## src/rtl/inactivity_timer.sv

```systemverilog
// Saturating timer that flags when the press window has run out.
module inactivity_timer #(
   parameter int P_TMR       = 26,
   parameter int TIMEOUT_CYC = 50000000
) (
   input  logic clk,
   input  logic R,
   input  logic clear,
   input  logic enable,
   output logic expired
);

   localparam logic [P_TMR-1:0] LAST = P_TMR'(TIMEOUT_CYC - 1);

   logic [P_TMR-1:0] count;

   // Holds at LAST so a long idle never wraps into a false window.
   always_ff @(posedge clk) begin
      if (R || clear)
         count <= '0;
      else if (enable && count != LAST)
         count <= count + 1'b1;
   end

   assign expired = (count == LAST);

endmodule

```

## config.mk

```make
export PLATFORM = sky130hd
export DESIGN_NAME = inactivity_timer
export DESIGN_NICKNAME = d
export VERILOG_FILES = /design/src/rtl/inactivity_timer.sv
export SDC_FILE = /design/constraint.sdc
export NUM_CORES = 1
export LEC_CHECK = 0
export ABC_AREA = 0
export BUFFER_PORTS_ARGS = -buffer_cell sky130_fd_sc_hd__buf_2
export CORE_ASPECT_RATIO = 1.1
export CORE_MARGIN = 2
export CORE_UTILIZATION = 53
export CTS_CLUSTER_DIAMETER = 50
export CTS_CLUSTER_SIZE = 8
export DETAILED_ROUTE_END_ITERATION = 16
export PLACE_DENSITY = 0.74
export SLEW_MARGIN = 30
export SYNTH_ARGS = -nofsm -noshare
export SYNTH_HDL_FRONTEND = slang
export SYNTH_SLANG_ARGS = --single-unit
```

## constraint.sdc

```tcl
create_clock -name clk -period 1.57 [get_ports clk]
set_input_delay 0.157 -clock clk [delete_from_list [all_inputs] [get_ports clk]]
set_output_delay 0.157 -clock clk [all_outputs]
set_load 0.02 [all_outputs]
```

* Word-level counts from Yosys, hierarchy flattened
Cells that the tools add are included.
Word-level totals: input bits 4, register bits after elaboration 26, output and inout port bits 1
Cells by class: eq/ne operators 2, reductions and logical operators 2, add/subtract/negate cells 1
Operators by type and width (number):
- adder 26 x 1 -> 26 bit, second input constant | 1
- == test 26 bit, second input constant | 1
- != test 26 bit, second input constant | 1
- logical AND 1 bit | 1
- logical OR 1 bit | 1

* Longest topological paths before layout
Gate-level depths: netlist (run 1).
word-level depth 2, gate-level depth with buffers 8, mapped depth without buffers 6

* Worst setup path before layout (run 1)
No wires, ideal clock.
kind register to register, from register count[0], to register count[22], arrival 1.608 ns, setup slack -0.166 ns, cell stages (with the launch flop) 8, path buffers 1, setup time 0.128 ns, data required time 1.442 ns, cells stage by stage dfxtp_1 ha_1 and3_1 buf_2 nand4_1 nor4_1 xnor2_1 nor2_1
On the way: cells in the longest elaborated chain, start to end 2, elaborated cells on any way between the ends 3, those cells by class 1 x add/sub; 1 x eq/ne; 1 x reduce/logical
RTL lines:
- start, declared | line 15 | logic [P_TMR-1:0] count;
- start signal, assigned | line 22 | count <= count + 1'b1;
- branches (longest 2 deep; another with adder 26 x 1 -> 26 bit)
Several ways; the timed one is not identified. A chain may end at the register's enable or synchronous reset.

* Worst setup path after layout (run 1)
from register count[15], to output port expired
On the way: cells in the longest elaborated chain, start to end 1
RTL lines:
- == test 26 bit | line 25 | assign expired = (count == LAST);
- end, declared | line 10 | output logic expired
Every way passes these cells.

==> impl_metrics.yaml, run 1 <==
worst_setup_path:
  path_max_fanout: 4
  crit_path_launch_type: "flip-flop"
  slowest_delay_ps: 530
  worst-setup-path-type: "flip-flop to primary output"
  critPathBufInv: 1
  cp.required_ps: 1410
  timing.critical_path.to_type: "primary output"
  timing.critical_path.max_delay_family: "simple AND/OR/NAND/NOR gates"
  timing.critical_path.cells: "nand2_1 -> or4_4 -> nor2_2 -> buf_6"
  cp_slowest_cell: "sky130_fd_sc_hd__or4_4"
  worst-endpoint-arrival_ps: 1660
synthesis:
  ys_async_sr_fraction_pct: 0
  dominantRegCellSynth: "sky130_fd_sc_hd__dfxtp_1"
  synthesis.yosys.warnings: 0
  synth-seq-cells: 26
  ys_types: 30
  gate_count_after_technology_mapping: 152
  netlist_top_cells_area: "sky130_fd_sc_hd__dfxtp_1 (40%), sky130_fd_sc_hd__xnor2_1 (5.4%), sky130_fd_sc_hd__or3_1 (5.3%), sky130_fd_sc_hd__nor2_1 (5.2%), sky130_fd_sc_hd__a21oi_2 (4.8%)"
  number_of_flops_mapped_to_enable_cells_by_yosys: 0
  synth.net_count: 157
  share_of_yosys_cell_area_claimed_by_the_top_area_cell_type_pct: 40.3
  mappedNetlistArea_um2: 1290
  synth_area_leader_cell: "sky130_fd_sc_hd__dfxtp_1"
  synth.avg_cell_area_um2: 8.49
  synth_sequential_area_ratio_pct: 40.3
detailed_routing:
  post-route-drc-count: 0
  drt_pre_antenna_iters: 4
  wl_per_cell_um: 14.6
  drt_wl_total_um: 3190
  vias: 1254
  antenna_violating_nets_post_route: 0
  drt-vias-per-instance: 5.75
  initialDrtViolationCount: 29
floorplan:
  ios: 5
  die_y_um: 55.7
  dieArea_um2: 2850
  design.core.area_um2: 2270
  rows: 18
  initial_standard_cell_utilization_of_the_core_pct: 56.7
  die-width_um: 51.0
timing:
  timing.final.crit_period_ps: 1820
  timing_worst_slew_pin_value_ps: 580
  timing.max_slew.rel_slack_pct: 61.3
  timing_max_transition_violations_final: 0
  timing_hold_violations_final: 0
  setup_viol: 13
  pnr_worst_setup_slack_ps: -246
  rsz0062_at_grt: "yes"
  final.period_utilization_pct: 116
  timing.fmax_mhz: 551
  skew_ps: 4.67
placed_design:
  port_bufs: 4
  post_dp_hpwl_um: 2070
  gp_routability_congestion: 0.835
  post-place-ws_ps: -170
  place_inst: 210
  placed_cell_area_um2: 1570
cells_and_area:
  stdcell_area_um2: 1780
  antenna_cells: 0
  flip_flop_count_of_the_largest_register_all_copies_and_words_added: 26
  top_register: "count"
  syn2layout_area_growth_pct: 38.2
  utilization_pct: 78.4
  reg.largest.list: "count x26"
  drive_gt1_share_pct: 46.8
  design.final.nets: 195
  num-fill-cells: 159
  stdcell_count: 218
grt:
  track_usage_pct: 24.3
  grt_pass1_vias: 1283
  grt_first_pass_wirelength_um: 5400
  globalRoute.totalOverflow: 0
  grt_antenna_before_repair: 0
  grt_start_max_net_pins: 26
job:
  maxCapViolCount: 0
cts:
  tritoncts.num_buffers: 3
  cts_sinks: 26
  ctsRootBufferMaster: "sky130_fd_sc_hd__clkbuf_4"
  max-clock-path-buffers: 2
  postCtsHoldBufs: 0
  cts.clk_slew.worst_paths_ps: 140
  clock_insertion_delay_at_the_later_pin_of_the_skew_report_ps: 320
  cts_tree: "yes"
  htree_levels: 1
outcome:
  run_status: "finished, violations left"
  violations: "negative setup slack"
power_and_ir_drop:
  power-per-cell-area_nw_per_um2: 557
  vdd_drop_max_mv: 0.488
  leakage_nw: 0.637
  report.power.total_w: 0.000993
hold_path:
  holdCritPathClass: "primary input to flip-flop"
## what timing repair did
action	4_1_cts	5_1_grt
endpoints found under the setup margin	14	22
buffers inserted	3	2
pin swaps	7	5
gates resized for setup	17	19
## routing by layer
metal	GRT usage [%]	part of all wire (%)
met5	0	0
met4	11.2	3.0
met3	4.30	3.7
met2	40.3	51
met1	30.2	42
## cell type report
cell class | count | area [um^2] | area share, %
flip-flops and latches | 26 | 532 | 29.8
repair buffers | 40 | 312 | 17.5
multi-input cells | 117 | 872 | 48.9
inverters | 2 | 7.51 | 0.421
clock buffers | 3 | 22.5 | 1.26
well taps | 30 | 37.5 | 2.11
## where the power goes
group          switching (W)  total (W)  internal (W)  leakage (nW)
Clock               0.000193   0.000283     0.0000899        0.0138
Sequential        0.00000182   0.000664      0.000662         0.214
Combinational      0.0000298  0.0000466     0.0000169         0.409
Total               0.000224   0.000993      0.000769         0.637
## synth_stat cells, types with 2 or more instances
cell type,count
sky130_fd_sc_hd__nor3_1,5
sky130_fd_sc_hd__nand3_1,11
sky130_fd_sc_hd__dfxtp_1,26
sky130_fd_sc_hd__xnor2_1,8
sky130_fd_sc_hd__nand4_1,5
sky130_fd_sc_hd__a21oi_1,3
sky130_fd_sc_hd__nor4_1,3
sky130_fd_sc_hd__nand2_1,9
sky130_fd_sc_hd__a21oi_2,7
sky130_fd_sc_hd__xor2_1,7
sky130_fd_sc_hd__and3_1,7
sky130_fd_sc_hd__and4_1,2
sky130_fd_sc_hd__inv_1,2
sky130_fd_sc_hd__buf_2,2
sky130_fd_sc_hd__nor2_1,18
sky130_fd_sc_hd__or3_1,11
sky130_fd_sc_hd__clkbuf_1,4
sky130_fd_sc_hd__o211ai_1,2
sky130_fd_sc_hd__o21ai_0,3
sky130_fd_sc_hd__o21ai_1,7
## worst min-delay path, cell delays in order
cell,delay [ps]
sky130_fd_sc_hd__buf_2,80
sky130_fd_sc_hd__nor2_1,50
sky130_fd_sc_hd__nand2_1,60
sky130_fd_sc_hd__o21ai_1,50
## cells by family after synthesis
| kind of cell | after synthesis | share of synthesized area (%) |
|---|---|---|
| AND/OR/NAND/NOR | 77 | 32.2 |
| flip-flops | 26 | 40.3 |
| AO/OA/AOI/OAI | 24 | 12.9 |
| XOR/XNOR | 15 | 10.2 |
| buffers and inverters | 9 | 3.39 |
| adder cells (fa/ha/maj) | 1 | 0.970 |
## path summary, 6_finish.rpt
check	from	to	slack, ps	cells after the start
hold reg to reg	count[6]$_SDFFE_PP0P_	count[6]$_SDFFE_PP0P_	510	2
setup / recovery	count[15]$_SDFFE_PP0P_	expired	-250	4
hold / removal	R	count[1]$_SDFFE_PP0P_	100	4
setup reg to reg	count[15]$_SDFFE_PP0P_	count[0]$_SDFFE_PP0P_	-240	7
## through the flow
stage	hold slack, ps	setup TNS, ps
floorplan	325	-332
global placement	436	-825
detailed placement	441	-1530
CTS	97.7	-2070
global route	99.1	-3470
finish	97.2	-2660
## cells in the final DEF (no fill, tap or decap), types with 2 or more instances in the layout
master | Yosys | layout
sky130_fd_sc_hd__nand3_2 | 0 | 3
sky130_fd_sc_hd__inv_1 | 2 | 2
sky130_fd_sc_hd__and4_1 | 2 | 2
sky130_fd_sc_hd__and3_1 | 7 | 5
sky130_fd_sc_hd__xnor2_1 | 8 | 8
sky130_fd_sc_hd__o21ai_1 | 7 | 7
sky130_fd_sc_hd__buf_2 | 2 | 3
sky130_fd_sc_hd__nor2_1 | 18 | 17
sky130_fd_sc_hd__buf_4 | 0 | 32
sky130_fd_sc_hd__nand2_1 | 9 | 9
sky130_fd_sc_hd__o21ai_0 | 3 | 3
sky130_fd_sc_hd__clkbuf_4 | 0 | 3
sky130_fd_sc_hd__dfxtp_1 | 26 | 17
sky130_fd_sc_hd__nand4_1 | 5 | 5
sky130_fd_sc_hd__buf_6 | 1 | 5
sky130_fd_sc_hd__nor3_2 | 0 | 3
sky130_fd_sc_hd__a21oi_1 | 3 | 2
sky130_fd_sc_hd__o211ai_1 | 2 | 2
sky130_fd_sc_hd__or3_4 | 0 | 8
sky130_fd_sc_hd__xor2_1 | 7 | 7
sky130_fd_sc_hd__nand3_1 | 11 | 7
sky130_fd_sc_hd__or3_1 | 11 | 3
sky130_fd_sc_hd__a21oi_2 | 7 | 8
sky130_fd_sc_hd__dfxtp_2 | 0 | 9
No activity file was read; power rests on OpenSTA's default activity.
==> run 2: changes to the inputs <==
- CORE_MARGIN: 2 -> 4
==> run 2 against run 1 <==
The flow still finishes with violations (negative setup slack). Cell count increased by 0.46%. Final area increased by 0.35%. First-iteration DRC count decreased by 24%. Count of clock-buffer cells in the layout unchanged. Critical path depth unchanged.
==> impl_metrics.yaml, run 2 (synthesis results as in run 1) <==
power_and_ir_drop:
  switching_share_of_power_pct: 22.2
  seq_power_share_pct: 66.7
  p_int_w: 0.000774
  power-per-cell-area_nw_per_um2: 556
  clockPowerShare_pct: 27.7
  leakage_nw: 0.630
  p_comb_share_pct: 5.6
  p_switching_w: 0.000221
  vdd_drop_max_mv: 0.535
  report.power.total_w: 0.000995
cells_and_area:
  reg.largest.list: "count x26"
  flip_flop_count_of_the_largest_register_all_copies_and_words_added: 26
  top_register: "count"
  multiInputGateArea_um2: 871
  layout.cells.most_common_list: "sky130_fd_sc_hd__buf_4 (31), sky130_fd_sc_hd__dfxtp_1 (23), sky130_fd_sc_hd__nor2_1 (17)"
  area.sequential_um2: 524
  most_common_cell_after_layout_fill_and_taps_aside: "sky130_fd_sc_hd__buf_4"
  antenna_cells: 0
  syn2layout_area_growth_pct: 38.7
  drive_gt1_share_pct: 45.0
  num-fill-cells: 130
  design.final.nets: 196
  utilization_pct: 78.7
detailed_routing:
  drt_wl_total_um: 3300
  drt-vias-per-instance: 5.78
  post-route-drc-count: 0
  drt_pre_antenna_iters: 4
  wl_per_cell_um: 15.1
  initialDrtViolationCount: 22
  vias: 1266
  antenna_violating_nets_post_route: 0
floorplan:
  initial_standard_cell_utilization_of_the_core_pct: 56.7
  ios: 5
  design.core.area_um2: 2270
  die_y_um: 59.7
  dieArea_um2: 3290
  die-width_um: 55.0
  rows: 18
job:
  maxCapViolCount: 0
timing:
  setup_viol: 12
  timing.fmax_mhz: 560
  rsz0062_at_grt: "yes"
  final.period_utilization_pct: 114
  timing_hold_violations_final: 0
  timing_worst_slew_pin_value_ps: 550
  timing.max_slew.rel_slack_pct: 63.3
  timing.final.crit_period_ps: 1790
  pnr_worst_setup_slack_ps: -216
  skew_ps: 8.87
  timing_max_transition_violations_final: 0
cts:
  cts_sinks: 26
  cts_tree: "yes"
  max-clock-path-buffers: 2
  htree_levels: 1
  clock_insertion_delay_at_the_later_pin_of_the_skew_report_ps: 320
  cts.clk_slew.worst_paths_ps: 120
  ctsRootBufferMaster: "sky130_fd_sc_hd__clkbuf_4"
  tritoncts.num_buffers: 3
placed_design:
  post-place-ws_ps: -155
  port_bufs: 4
  gp_routability_congestion: 0.897
  post_dp_hpwl_um: 2230
grt:
  grt_start_max_net_pins: 26
  grt_pass1_vias: 1270
  grt_first_pass_wirelength_um: 5400
  globalRoute.totalOverflow: 0
  grt_antenna_before_repair: 0
  track_usage_pct: 22.4
worst_setup_path:
  cp.required_ps: 1410
  worst-endpoint-arrival_ps: 1630
  timing.critical_path.to_type: "primary output"
  path_max_fanout: 4
  worst-setup-path-type: "flip-flop to primary output"
  crit_path_launch_type: "flip-flop"
outcome:
  run_status: "finished, violations left"
  violations: "negative setup slack"
hold_path:
  holdCritPathClass: "primary input to flip-flop"
## run 2: cell types whose count changed in the layout (fill, tap and decap cells not counted), sizes merged
cell and delta:
buf +1
## run 2: path summary, 6_finish.rpt
check,start,end,slack [ps],cells past startpoint
setup reg to reg,count[24]$_SDFFE_PP0P_,count[0]$_SDFFE_PP0P_,-210,6
hold reg to reg,count[6]$_SDFFE_PP0P_,count[6]$_SDFFE_PP0P_,500,2
hold / removal,R,count[1]$_SDFFE_PP0P_,130,4
setup / recovery,count[24]$_SDFFE_PP0P_,expired,-220,4
## run 2: critical path, stage by stage, from the launching register on
cell	delay, ps
sky130_fd_sc_hd__dfxtp_2	340
sky130_fd_sc_hd__nand4b_1	160
sky130_fd_sc_hd__or4_4	580
sky130_fd_sc_hd__nor2_4	120
sky130_fd_sc_hd__buf_6	120
## run 2: through the flow
| stage | hold WS [ps] | cells | setup TNS [ps] | instance area [um^2] |
|---|---|---|---|---|
| 6_report | 125 | 219 | -1880 | 1790 |
| 5_1_grt | 129 | 219 | -2580 | 1790 |
| 4_1_cts | 109 | 217 | -1900 | 1690 |
| 3_5_place_dp | 448 | 213 | -1190 | 1590 |
| 3_3_place_gp | 440 | 213 | -1250 | 1590 |
| 2_1_floorplan | 325 | 152 | -332 | 1320 |
## run 2: final cells by class
cell class / instances / area share [%]
inverter: 2 / 0.420
multi-input combinational: 117 / 48.7
clock buffer: 3 / 1.26
sequential: 26 / 29.3
timing repair buffer: 41 / 18.3
tap: 30 / 2.10
## run 2: power groups by stage
| stage | Sequential, W | Combinational, W | Clock [W] |
|---|---|---|---|
| 4_1_cts | 0.000664 | 0.0000493 | 0.000285 |
| 2_1_floorplan | 0.000679 | 0.0000275 | 0 |
| 3_5_place_dp | 0.000678 | 0.0000425 | 0 |
| 6_report | 0.000664 | 0.0000555 | 0.000275 |
| 3_3_place_gp | 0.000678 | 0.0000412 | 0 |
| 5_1_grt | 0.000664 | 0.0000602 | 0.000314 |
## run 2: routing by layer
layer	up-vias	track usage [%]	share of wire, %
met4	0	11.8	4.3
met1	611	27.0	42
met3	14	3.24	2.3
met5	-	0	0
li1	617	-	-
met2	24	37.5	51
## run 2: repair_timing
| item | CTS | global route |
|---|---|---|
| endpoints found under the setup margin | 15 | 18 |
| pin swaps | 11 | 11 |
| cloned | 1 | 0 |
| resized for setup | 15 | 18 |
| endpoints found under the hold margin | 0 | 0 |
| hold buffers | 0 | 0 |
| buffers inserted | 0 | 2 |
==> run 3: changes to the inputs <==
- CELL_PAD_IN_SITES_DETAIL_PLACEMENT: default -> 0
- CELL_PAD_IN_SITES_GLOBAL_PLACEMENT: default -> 1
- CORE_UTILIZATION: 53 -> 41
- PLACE_DENSITY: 0.74 -> 0.75
==> run 3 against run 2 <==
The run still ends with negative setup slack left. Sequential cell count unchanged. Sequential share of layout area down 0.58 points. Final area up 2.5%. Critical path depth unchanged. Sequential power about the same. Hold slack worse by 34 ps. Maximum frequency down 1.6%. Combinational power down 6.1%. Via count down 3.2%. Power up 19%. Highest routed layer unchanged.
==> impl_metrics.yaml, run 3 (synthesis results as in run 1) <==
outcome:
  run_status: "finished, violations left"
  violations: "negative setup slack"
floorplan:
  design.core.area_um2: 3020
  initial_standard_cell_utilization_of_the_core_pct: 42.7
  rows: 21
  ios: 5
  die_y_um: 66.8
  die-width_um: 61.5
  dieArea_um2: 4110
cells_and_area:
  stdcell_area_um2: 1830
  stdcell_count: 227
  most_common_cell_after_layout_fill_and_taps_aside: "sky130_fd_sc_hd__buf_4"
  utilization_pct: 60.7
  flip_flop_count_of_the_largest_register_all_copies_and_words_added: 26
  top_register: "count"
  syn2layout_area_growth_pct: 42.2
  design.final.nets: 199
  reg.largest.list: "count x26"
  drive_gt1_share_pct: 46.1
  layout.cells.most_common_list: "sky130_fd_sc_hd__buf_4 (35), sky130_fd_sc_hd__dfxtp_1 (21), sky130_fd_sc_hd__nor2_1 (17)"
  num-fill-cells: 277
  antenna_cells: 0
timing:
  pnr_worst_setup_slack_ps: -246
  timing.max_slew.rel_slack_pct: 59.3
  timing.fmax_mhz: 551
  setup_viol: 12
  rsz0062_at_grt: "yes"
  final.period_utilization_pct: 116
  timing_hold_violations_final: 0
  timing_worst_slew_pin_value_ps: 610
  timing.final.crit_period_ps: 1820
  timing_max_transition_violations_final: 0
  skew_ps: 16.4
worst_setup_path:
  crit_path_launch_type: "flip-flop"
  path_max_fanout: 3
  cp_slowest_cell: "sky130_fd_sc_hd__or4_4"
  timing.critical_path.cells: "nand4b_1 -> or4_4 -> nor2_4 -> buf_6"
  path_depth: 4
  r2r_end: "count[0]$_SDFFE_PP0P_"
  worst-setup-path-type: "flip-flop to primary output"
  timing.reg2reg.setup_slack_ps: -230
  reg2reg_from: "count[24]$_SDFFE_PP0P_"
  worstSetupEndpoint: "expired"
  worst-endpoint-arrival_ps: 1660
  setup.worst_path.start: "count[24]$_SDFFE_PP0P_"
  timing.critical_path.to_type: "primary output"
  critPathBufInv: 1
  slowest_delay_ps: 580
  cp.required_ps: 1410
  timing.critical_path.max_delay_family: "simple AND/OR/NAND/NOR gates"
  reg2regPathDepth: 6
detailed_routing:
  initialDrtViolationCount: 47
  drt_pre_antenna_iters: 4
  antenna_violating_nets_post_route: 0
  post-route-drc-count: 0
  drt_wl_total_um: 3280
  vias: 1225
  wl_per_cell_um: 14.4
  drt-vias-per-instance: 5.40
grt:
  globalRoute.totalOverflow: 0
  grt_start_max_net_pins: 26
  track_usage_pct: 17.4
  grt_first_pass_wirelength_um: 5390
  grt_pass1_vias: 1228
  grt_antenna_before_repair: 0
job:
  maxCapViolCount: 0
cts:
  cts_tree: "yes"
  htree_levels: 1
  ctsRootBufferMaster: "sky130_fd_sc_hd__clkbuf_4"
  postCtsHoldBufs: 0
  cts_sinks: 26
  max-clock-path-buffers: 2
  clock_insertion_delay_at_the_later_pin_of_the_skew_report_ps: 330
  tritoncts.num_buffers: 3
  cts.clk_slew.worst_paths_ps: 150
placed_design:
  port_bufs: 4
  post-place-ws_ps: -145
  post_dp_hpwl_um: 2250
  gp_routability_congestion: 0.829
  place_inst: 217
  placed_cell_area_um2: 1610
power_and_ir_drop:
  power-per-cell-area_nw_per_um2: 644
  vdd_drop_max_mv: 0.617
  report.power.total_w: 0.00118
  leakage_nw: 0.651
hold_path:
  holdCritPathClass: "primary input to flip-flop"
  holdCritStartpoint: "R"
-- run 3: cell types whose count changed in the layout (fill, tap and decap cells not counted), sizes merged --
cell | before | now
bufinv | 0 | 1
buf | 41 | 44
-- run 3: area by class of cell --
type / instances / area, um^2 / area share, %
Clock buffer: 3 / 22.5 / 1.23
Clock inverter: 1 / 30.0 / 1.64
Inverter: 2 / 7.51 / 0.409
Multi-Input combinational cell: 117 / 857 / 46.7
Sequential cell: 26 / 527 / 28.7
Tap cell: 34 / 42.5 / 2.32
Timing Repair Buffer: 44 / 348 / 19.0
-- run 3: tightest hold or removal path, cell delays in order --
cell	delay, ps
sky130_fd_sc_hd__buf_2	80
sky130_fd_sc_hd__nor2_1	40
sky130_fd_sc_hd__nand2_1	60
sky130_fd_sc_hd__o21ai_1	50
-- run 3: per-stage QoR --
step / setup TNS, ps / hold slack [ps]
2_1_floorplan: -332 / 325
3_3_place_gp: -840 / 426
3_5_place_dp: -1130 / 443
4_1_cts: -2300 / 79.4
5_1_grt: -3750 / 106
6_report: -2320 / 91.4
-- run 3: how the worst min path moves through the flow --
| stage | end | slack, ps | depth (start not counted) |
|---|---|---|---|
| floorplan | count[1]$_SDFFE_PP0P_ | 320 | 3 |
| global placement | count[1]$_SDFFE_PP0P_ | 430 | 4 |
| detailed placement | count[1]$_SDFFE_PP0P_ | 440 | 4 |
| finish | count[1]$_SDFFE_PP0P_ | 90 | 4 |
| CTS | count[1]$_SDFFE_PP0P_ | 80 | 4 |
| global route | count[1]$_SDFFE_PP0P_ | 110 | 4 |
-- run 3: layer usage --
layer | global-route usage (%) | wire [um]
met4 | 6.63 | 33
met5 | 0 | 0
met1 | 22.3 | 1500
met3 | 3.10 | 80
met2 | 28.3 | 1670
-- run 3: repair_timing --
action                     in CTS  in global routing
buffers inserted                2                  3
pin swaps                      11                 11
hold endpoints to repair        0                  0
setup endpoints to repair      15                 21
cloned                          0                  1
gates resized for setup        16                 14
-- run 3: power by group --
group	internal [W]	total, W	leakage (nW)	switching [W]
combinational	0.0000215	0.0000521	0.411	0.0000306
sequential	0.000662	0.000664	0.212	0.00000178
clock	0.000258	0.000465	0.0279	0.000207
total	0.000942	0.00118	0.651	0.000239
